<file path="config.mk">
export PLATFORM = sky130hd
export DESIGN_NAME = exp_filter_bank
export DESIGN_NICKNAME = d
export VERILOG_FILES = /design/src/rtl/exp_filter_pkg.sv /design/src/rtl/exp_filter_update.sv /design/src/rtl/exp_filter_bank.sv
export SDC_FILE = /design/constraint.sdc
export NUM_CORES = 1
export LEC_CHECK = 0
export BUFFER_PORTS_ARGS = -buffer_cell sky130_fd_sc_hd__buf_2
export CAP_MARGIN = 20
export CORE_MARGIN = 2
export CORE_UTILIZATION = 48
export CTS_CLUSTER_DIAMETER = 30
export CTS_CLUSTER_SIZE = 14
export DETAILED_ROUTE_END_ITERATION = 8
export GPL_ROUTABILITY_DRIVEN = 1
export GPL_TIMING_DRIVEN = 0
export SYNTH_ARGS = -nofsm -noshare
export SYNTH_HDL_FRONTEND = slang
export SYNTH_SLANG_ARGS = --single-unit
</file>
<file path="constraint.sdc">
create_clock -name clk -period 11.8 [get_ports clk]
set_input_delay 2.36 -clock clk [delete_from_list [all_inputs] [get_ports clk]]
set_output_delay 2.36 -clock clk [all_outputs]
set_load 0.05 [all_outputs]
</file>
<file path="src/rtl/exp_filter_pkg.sv">
// exp_filter_pkg: shared state type and constants for the exponential filter bank
package exp_filter_pkg;

    typedef enum logic [1:0] {IDLE, DRAIN, CLEAR} state_t;

    function automatic int round_half(input int coef_w);
        return 1 << (coef_w - 1);
    endfunction

    localparam int RISE_99  = 253;
    localparam int DECAY_20 = 51;

endpackage

</file>
<file path="src/rtl/exp_filter_update.sv">
// exp_filter_update: asymmetric smoothing step, new = old + round((in-old)*alpha), saturated
module exp_filter_update
    import exp_filter_pkg::*;
#(
    parameter int DATA_W = 8,
    parameter int COEF_W = 8
) (
    input  logic [DATA_W-1:0] old_val,
    input  logic [DATA_W-1:0] in_val,
    input  logic [COEF_W-1:0] rise,
    input  logic [COEF_W-1:0] decay,
    output logic [DATA_W-1:0] new_val
);
    localparam int PW = DATA_W + COEF_W + 2;
    localparam logic signed [PW-1:0] HALF = PW'(round_half(COEF_W));

    logic [COEF_W-1:0] alpha;
    logic signed [DATA_W:0] diff;
    logic signed [PW-1:0] prod, sum, delta, nv;

    // Operands are extended to PW bits so the truncated product is the signed product
    always_comb begin
        alpha = (old_val > in_val) ? decay : rise;
        diff = $signed({1'b0, in_val}) - $signed({1'b0, old_val});
        prod = {{(PW-DATA_W-1){diff[DATA_W]}}, diff} * {{(PW-COEF_W){1'b0}}, alpha};
        sum = prod + HALF;
        delta = sum >>> COEF_W;
        nv = {{(PW-DATA_W){1'b0}}, old_val} + delta;
        new_val = nv[PW-1] ? '0 : (|nv[PW-2:DATA_W]) ? '1 : nv[DATA_W-1:0];
    end

endmodule

</file>
<file path="src/rtl/exp_filter_bank.sv">
// exp_filter_bank: per-bin asymmetric exponential smoother with 2-stage pipeline and clear sweep
module exp_filter_bank
    import exp_filter_pkg::*;
#(
    parameter int NUM_BINS = 40,
    parameter int DATA_W   = 8,
    parameter int COEF_W   = 8,
    parameter int ADDR_W   = $clog2(NUM_BINS)
) (
    input  logic              clk,
    input  logic              rst_n,
    input  logic              clear,
    output logic              busy,
    input  logic              in_valid,
    output logic              in_ready,
    input  logic [ADDR_W-1:0] in_addr,
    input  logic [DATA_W-1:0] in_data,
    input  logic [COEF_W-1:0] cfg_rise,
    input  logic [COEF_W-1:0] cfg_decay,
    input  logic [ADDR_W-1:0] rd_addr,
    output logic [DATA_W-1:0] rd_data,
    output logic              upd_valid,
    output logic [ADDR_W-1:0] upd_addr,
    output logic [DATA_W-1:0] upd_data
);
    state_t state;
    logic [ADDR_W-1:0] clr_addr;
    logic [DATA_W-1:0] mem [NUM_BINS];
    logic s1_valid, s2_valid, accept;
    logic [ADDR_W-1:0] s1_addr, s2_addr;
    logic [DATA_W-1:0] s1_data, s2_data, s1_old, s2_old, s2_new;
    logic [COEF_W-1:0] s1_rise, s1_decay, s2_rise, s2_decay;

    assign in_ready = state == IDLE;
    assign busy = state != IDLE;
    assign accept = in_valid && in_ready;
    // S2 writes the array at the end of this cycle, so a same-bin S1 read takes its result
    assign s1_old = (s2_valid && s2_addr == s1_addr) ? s2_new : mem[s1_addr];

    exp_filter_update #(.DATA_W(DATA_W), .COEF_W(COEF_W)) u_update (
        .old_val(s2_old),
        .in_val (s2_data),
        .rise   (s2_rise),
        .decay  (s2_decay),
        .new_val(s2_new)
    );

    always_ff @(posedge clk or negedge rst_n) begin
        if (!rst_n) begin
            state <= CLEAR;
            clr_addr <= '0;
            s1_valid <= 1'b0;
            s2_valid <= 1'b0;
            upd_valid <= 1'b0;
            upd_addr <= '0;
            upd_data <= '0;
            rd_data <= '0;
        end else begin
            case (state)
                IDLE: if (clear) state <= DRAIN;
                DRAIN: if (!s1_valid && !s2_valid) begin
                    state <= CLEAR;
                    clr_addr <= '0;
                end
                CLEAR: begin
                    clr_addr <= clr_addr + 1'b1;
                    if (clr_addr == ADDR_W'(NUM_BINS - 1)) state <= IDLE;
                end
                default: state <= IDLE;
            endcase
            s1_valid <= accept;
            s2_valid <= s1_valid;
            upd_valid <= s2_valid;
            if (s2_valid) begin
                upd_addr <= s2_addr;
                upd_data <= s2_new;
            end
            rd_data <= mem[rd_addr];
        end
    end

    always_ff @(posedge clk) begin
        if (accept) {s1_addr, s1_data, s1_rise, s1_decay} <= {in_addr, in_data, cfg_rise, cfg_decay};
        if (s1_valid) {s2_addr, s2_data, s2_old, s2_rise, s2_decay} <= {s1_addr, s1_data, s1_old, s1_rise, s1_decay};
        if (state == CLEAR) mem[clr_addr] <= '0;
        else if (s2_valid) mem[s2_addr] <= s2_new;
    end

endmodule

</file>
==> metrics list, run 1 <==
* Result of the run: complete, no violations
- The count of buffers added on input and output ports is 59.
- Commonest cells after routing, fill and taps aside: sky130_fd_sc_hd__edfxtp_1, sky130_fd_sc_hd__mux4_2, sky130_fd_sc_hd__clkbuf_16
- TritonCTS built the clock tree.
- Synth Area in XOR/XNOR: 0.0139
* Largest clock skew in the final design: 32.7 ps
* Hold worst-path end: s2_decay[4]
- Along the worst hold path, the cell count comes to 0.
* Via count of the routed design: 13.1k
- Chip height: 219 um
* Post-detailed-route via-to-cell ratio: 6.04
* CTS buffer count: 93
* Highest net fanout along the worst path: 40
- Clock slew at reported path FFs: 50 ps
* CTS resizes: 0
- Counting flops with a built-in enable in the synthesized netlist gives 388.
- In this run the most critical hold path is launched from s1_decay[4].
* Share of the synthesized area in compound gates (AO/OA/AOI/OAI): 0.0336
- The net count of the finished layout is 1641.
- The worst register-to-register path begins at s2_data[0].
* Routed Antenna Nets: 0
- In this run the worst hold path is classified as flop to flop.
- In the synthesized netlist the dominant register cell turns out to be sky130_fd_sc_hd__edfxtp_1.
- All-Layer GR Usage: 0.262
* Count of cells along the worst register-to-register path: 33
* Hold-fix buffer count after cts: 0
- In this run the count of I/O pins placed on the die edge is 65.
- The number of global-route vias before repair is 13.4k.
- For the pin with the worst max-slew slack, the measured transition is 1050 ps.
* Cell at the slowest stage of the critical path: sky130_fd_sc_hd__nor2_4
* Number of synthesized register bits: 427
* Global-route wire length before repair: 88200 um
- Slowest Stage Delay on Critical Path: 1010 ps
- Total Negative Setup Slacks: 0 ps
- Syn_nets: 1474
* Worst-skew pair later-pin latency: 630 ps
* Die width: 219 um
- Core outline area: 45400 um2
* Antenna violations before repair: 1
- Cell at the root of the clock tree: sky130_fd_sc_hd__clkbuf_16
- Filler instances: 3422
- Critical Path Source Type: flop
- Initial standard-cell utilization of the core: 0.487
- The first TritonRoute pass finished after 5 iterations.
* Average cell area after synthesis: 16.8 um2
- STA puts the critical path data arrival time at 10700 ps.
* Max Clk Rate: 0.0960 GHz
- Global routing finished with a remaining overflow of 0.
- Worst Path Class, Setup: flop to flop
- Number of failing setup endpoints in the final timing report: 0
- Combinational family with the most area after synthesis: multiplexers
- Counting flops with an async set or reset pin after synthesis yields a share of 0.0773.
- Drt first-iter violations: 1508
- Hold timing on the final database bottoms out at a slack of 414 ps.
* Syn Inst Count: 1313
* Number of max-cap violations: 0
* Worst setup EP type: flop
- Of the total synthesized cell area, the portion taken by AND, OR, NAND and NOR gates is 0.0462.
- Estimated wirelength of the detail-placed design: 43200 um
* Post-Synth Adder-Cell Area: 0.0895
- The share of the Yosys chip area taken by registers is 0.570.
* Count of cell types in the netlist: 53
* Wire per inst: 27.7 um
- Final number of max-transition violations: 0
- Number of synthesis warnings: 0
- In the routed design, unresolved DRC markers number 0.
- Clock tree synthesis found a total of 427 sinks.
* Max Buffers Root-to-Sink: 3
* Worst rel slew slack: 0.300
* Buffers inserted during post-CTS setup optimization: 0
* Netlist Area Pre-Place: 22100 um2
- Buffer and inverter count on the worst path: 3
- Maximum number of pins on one net before global-route repair: 41
- Setup repair after global routing left no endpoint under its margin.
- The floorplan has 78 rows.
- In this run the critical register-to-register path is captured at mem[27][0].
- Share of cell area taken by muxes after synthesis: 0.221
- STA puts the critical path data required time at 12080 ps.
- Fin. Hold Viols: 0
- Of the cells placed in the final design, the portion with a size suffix greater than 1 is 0.304.
- Global placer's final weighted congestion: 0.908
* Final critical path time including I/O delays and setup: 10420 ps
* Area grow syn2layout: 21.1%
- Leading cell type in the layout, fill and taps excluded: sky130_fd_sc_hd__edfxtp_1
- The die covers 47800 um2.
- Broken down by cell family, the worst path's largest delay share belongs to adder cells.
* Tcrit/Tclk final: 0.883
* Post-Route WL: 59800 um
* Maximum level of the CTS H-tree: 3
* Reg2reg setup slack: 1380 ps
[per-layer routing]
| layer | up-vias | GRT usage | part of all wire |
|---|---|---|---|
| met1 | 6899 | 0.352 | 0.41 |
| met5 | - | 0 | 0 |
| met2 | 518 | 0.427 | 0.49 |
| met3 | 122 | 0.0500 | 0.064 |
| met4 | 0 | 0.0959 | 0.036 |
| li1 | 5516 | - | - |
[worst max path at each step]
stage,slack (ps),end,start,cells past startpoint
after floorplan,2610,mem[0][2],s2_old[7],32
after global placement,-100,mem[22][5],s2_data[7],31
after detailed placement,1350,mem[14][0],s2_data[0],33
after CTS,1300,mem[0][0],s2_data[7],31
after global routing,530,mem[0][6],s2_data[0],33
final,1380,mem[27][0],s2_data[0],33
[cell usage after synthesis, types with 3 or more instances]
cell type | instances | area, um2
sky130_fd_sc_hd__a211oi_1 | 10 | 75.1
sky130_fd_sc_hd__a21o_1 | 10 | 75.1
sky130_fd_sc_hd__a21oi_1 | 27 | 135
sky130_fd_sc_hd__a31o_2 | 3 | 26.3
sky130_fd_sc_hd__and2_1 | 11 | 68.8
sky130_fd_sc_hd__buf_1 | 13 | 48.8
sky130_fd_sc_hd__buf_2 | 7 | 35.0
sky130_fd_sc_hd__clkbuf_1 | 38 | 143
sky130_fd_sc_hd__dfrtp_1 | 32 | 801
sky130_fd_sc_hd__dfxtp_1 | 6 | 120
sky130_fd_sc_hd__edfxtp_1 | 388 | 11700
sky130_fd_sc_hd__fa_1 | 62 | 1240
sky130_fd_sc_hd__ha_1 | 59 | 738
sky130_fd_sc_hd__inv_1 | 92 | 345
sky130_fd_sc_hd__mux2_2 | 27 | 304
sky130_fd_sc_hd__mux2i_1 | 25 | 250
sky130_fd_sc_hd__mux4_2 | 192 | 4320
sky130_fd_sc_hd__nand2_1 | 68 | 255
sky130_fd_sc_hd__nand2b_1 | 11 | 68.8
sky130_fd_sc_hd__nand3_1 | 6 | 30.0
sky130_fd_sc_hd__nand4_1 | 5 | 31.3
sky130_fd_sc_hd__nor2_1 | 78 | 293
sky130_fd_sc_hd__nor2b_1 | 19 | 119
sky130_fd_sc_hd__nor3_1 | 9 | 45.0
sky130_fd_sc_hd__o21a_1 | 3 | 22.5
sky130_fd_sc_hd__o21ai_0 | 25 | 125
sky130_fd_sc_hd__o21bai_1 | 5 | 37.5
sky130_fd_sc_hd__o22ai_1 | 18 | 113
sky130_fd_sc_hd__or2_2 | 3 | 18.8
sky130_fd_sc_hd__xnor2_1 | 21 | 184
sky130_fd_sc_hd__xor2_1 | 14 | 123
[state kept, by name, indices dropped and copies added, names as in the netlist, 2 cells and up, named ones only]
| signal | cells |
|---|---|
| upd_addr | 6 |
| state | 2 |
| upd_data | 8 |
| mem | 320 |
| s2_addr | 6 |
| s2_decay | 8 |
| s1_addr | 6 |
| rd_data | 8 |
| clr_addr | 6 |
| s2_data | 8 |
| s1_decay | 8 |
| s2_old | 8 |
| s2_rise | 8 |
| s1_data | 8 |
| s1_rise | 8 |
[kinds of logic after synthesis]
group           after synthesis
flops                       427
buf+inv                     150
fa+ha+maj                   121
simple gates                221
xor+xnor                     35
compound gates              114
mux                         245
[per-stage QoR]
stage | setup WS [ps] | utilization | instances | cell area [um2]
after floorplan | 2610 | - | 1313 | 22100
after global placement | -101 | 0.510 | 1972 | 23200
after detailed placement | 1350 | 0.517 | 1983 | 23500
after CTS | 1300 | 0.589 | 2158 | 26700
after global routing | 525 | 0.590 | 2160 | 26800
final | 1380 | 0.590 | 2161 | 26800
[area by class of cell]
class	instances	area [um2]	area share
Clock inverter	67	810	0.0302
Antenna cell	1	2.50	0.0000934
Timing Repair Buffer	72	583	0.0218
Tap cell	600	751	0.0280
Multi-Input combinational cell	736	9000	0.336
Inverter	92	345	0.0129
Clock buffer	108	2460	0.0917
Buffer	58	228	0.00850
Sequential cell	427	12600	0.471
Power of run 1 is not shown: default switching activity piles up to over one toggle a cycle in this logic, so the estimate is an artifact.
==> run 2, diff against run 1 <==
--- a/config.mk
+++ b/config.mk
@@ -14,6 +14,7 @@
 export DETAILED_ROUTE_END_ITERATION = 8
 export GPL_ROUTABILITY_DRIVEN = 1
 export GPL_TIMING_DRIVEN = 0
+export PLACE_DENSITY = 0.75
 export SYNTH_ARGS = -nofsm -noshare
 export SYNTH_HDL_FRONTEND = slang
 export SYNTH_SLANG_ARGS = --single-unit
==> run 2 against run 1 <==
Effect of this change:
- fmax down 2.1%
- critical endpoint is now mem[16][4]
- first-iteration DRC count down 8.7%
- sequential share of layout area up 0.63 points
- clock skew up 16 ps
- flip-flop and latch count unchanged
- design area down 1.3%
- die area unchanged
==> metrics list, run 2 (same netlist as run 1, synthesis figures left out) <==
- The overall track demand over capacity in global routing came to 0.255 (-0.00639).
* Commonest cells after routing, fill and taps aside: sky130_fd_sc_hd__edfxtp_1, sky130_fd_sc_hd__mux4_2, sky130_fd_sc_hd__inv_1
- Design Area, Final: 26400 um2 (-1.3%)
* CTS tree: built
- The area growth from synthesis to layout is 19.5%.
- The number of global-route vias before repair came to 14.0k (+4.2%).
- Number of max-cap violations: 0 (unchanged)
- Worst rel slew slack: 0.276 (-0.0232)
* Die width: 219 um (unchanged)
* Leading cell type in the layout, fill and taps excluded: sky130_fd_sc_hd__edfxtp_1
* Result of the run: complete, no violations
- Final number of max-transition violations: 0 (unchanged)
* Post-detailed-route via-to-cell ratio: 6.26 (+3.6%)
* Final hold slack: 412 ps (-1.68 ps)
- The number of input and output port buffers inserted came to 59 (unchanged).
- Floorplan die area: 47800 um2 (unchanged)
* Buffer and inverter count on the worst path: 4 (+1)
* Global placer's final weighted congestion: 0.929 (+2.3%)
* Fraction of final layout cells sized beyond drive strength 1: 0.303 (-0.000599)
- Fin. Hold Viols: 0 (unchanged)
* Final Net Count: 1628 (-0.79%)
- The arrival time reported for the critical path endpoint was 10910 ps (+210 ps).
- The maximum clock skew at final layout was 49.2 ps (+16.4 ps).
- Max Buffers Root-to-Sink: 3 (unchanged)
* Slowest Stage Delay on Critical Path: 1050 ps (+40 ps)
- Post-placement cell count: 1976 (-0.35%)
- The clock sink count was 427 (unchanged).
- The DRC violation count after routing came to 0 (unchanged).
- Path type of the worst min-delay path: flop to flop
* Flip-flop count of the largest register after layout: 320 (unchanged)
- The initial antenna violation count is 2 (+1).
- The floorplan core area came to 45400 um2 (unchanged).
- The clock-pin slew on the worst setup and hold paths came to 50 ps (about the same).
* Worst-skew pair later-pin latency: 640 ps (about the same)
- The routed wire length is 59100 um (-1.1%).
- The final routed wire length divided by cell count is 27.6 um (-0.18%).
- Buffers inserted during post-CTS setup optimization: 0 (unchanged)
- Max Clk Rate: 0.0939 GHz (-2.1%)
- Highest net fanout along the worst path: 40 (unchanged)
- Drt first-iter violations: 1377 (-8.7%)
- Maximum level of the CTS H-tree: 3 (unchanged)
- Worst setup EP type: flop
* Hold-fix buffer count after cts: 0 (unchanged)
* Maximum number of pins on one net before global-route repair: 41 (unchanged)
* Initial standard-cell utilization of the core: 0.487 (unchanged)
- Cell at the root of the clock tree: sky130_fd_sc_hd__clkbuf_16
- Total congestion overflow after global routing: 0 (unchanged)
- The first-pass GRT wire length was 88300 um (+0.19%).
* CTS buffer count: 85 (-8.6%)
- The number of standard cells in the layout, taps in and fillers out is 2140 (-0.97%).
* Chip height: 219 um (unchanged)
- The HPWL after detailed placement is 40300 um (-6.6%).
- Routed Antenna Nets: 0 (unchanged)
* Tcrit/Tclk final: 0.902 (+0.0193)
* CTS resizes: 0 (unchanged)
- Cell area reported after detailed placement: 23300 um2 (-0.78%)
- The transition at the pin with the smallest max-transition slack was 1080 ps (+30.9 ps).
* Number of ports placed on the die boundary: 65 (unchanged)
* Count of inserted antenna diode cells: 0 (-1)
* Standard-cell row count: 78 (unchanged)
- The cell that appears most often on the critical path is sky130_fd_sc_hd__fa_1.
- The clock period minus final worst setup slack was 10640 ps (+228 ps).
* Total Negative Setup Slacks: 0 ps (unchanged)
- Via count of the routed design: 13.4k (+2.6%)
* RSZ-0062 raised after global routing: false
- The final count of negative-setup-slack endpoints came to 0 (unchanged).
- Cell family with the largest share of critical-path delay: adder cells
- Total iterations of the first detailed-routing run: 5 (unchanged)
- The worst setup path is launched from a flop.
- The register with the most flip-flops in the final layout is mem.
* Cell at the slowest stage of the critical path: sky130_fd_sc_hd__nor2_4
* Data required time at the worst endpoint: 12070 ps (about the same)
* Worst Path Class, Setup: flop to flop
## run 2: worst paths after layout
| kind | from | endpoint | slack [ps] | depth (start not counted) |
|---|---|---|---|---|
| setup / recovery | s2_data[6] | mem[16][4] | 1160 | 31 |
| hold / removal | s1_rise[7] | s2_rise[7] | 410 | 0 |
| setup reg to reg | s2_data[6] | mem[16][4] | 1160 | 31 |
| hold reg to reg | s1_rise[7] | s2_rise[7] | 410 | 0 |
| max in group asynchronous | rst_n | s1_valid | 9360 | 1 |
| min in group asynchronous | rst_n | upd_addr[0] | 1850 | 1 |
## run 2: per-layer routing
layer	vias up	share of wire	global-route usage	wire length (um)
met5	-	0.00025	0	15
met4	2	0.044	0.113	2620
met3	182	0.11	0.0732	6220
met2	892	0.49	0.416	28900
met1	6837	0.36	0.319	21400
li1	5482	-	-	-
## run 2: through the flow
stage / utilization / setup WS (ps)
after floorplan: - / 2610
after global placement: 0.510 / 145
after detailed placement: 0.513 / 1220
after CTS: 0.581 / 1110
after global routing: 0.582 / 358
final: 0.582 / 1160
## run 2: cell type report
| class | count | area (um2) |
|---|---|---|
| clock inverter | 70 | 871 |
| fill | 3290 | 19000 |
| clock buffer | 90 | 2200 |
| tap | 600 | 751 |
| multi-input combinational | 736 | 9000 |
| buffer | 58 | 228 |
| sequential | 427 | 12600 |
| timing repair buffer | 67 | 427 |
| inverter | 92 | 345 |
Power of run 2 is left out for the same reason.
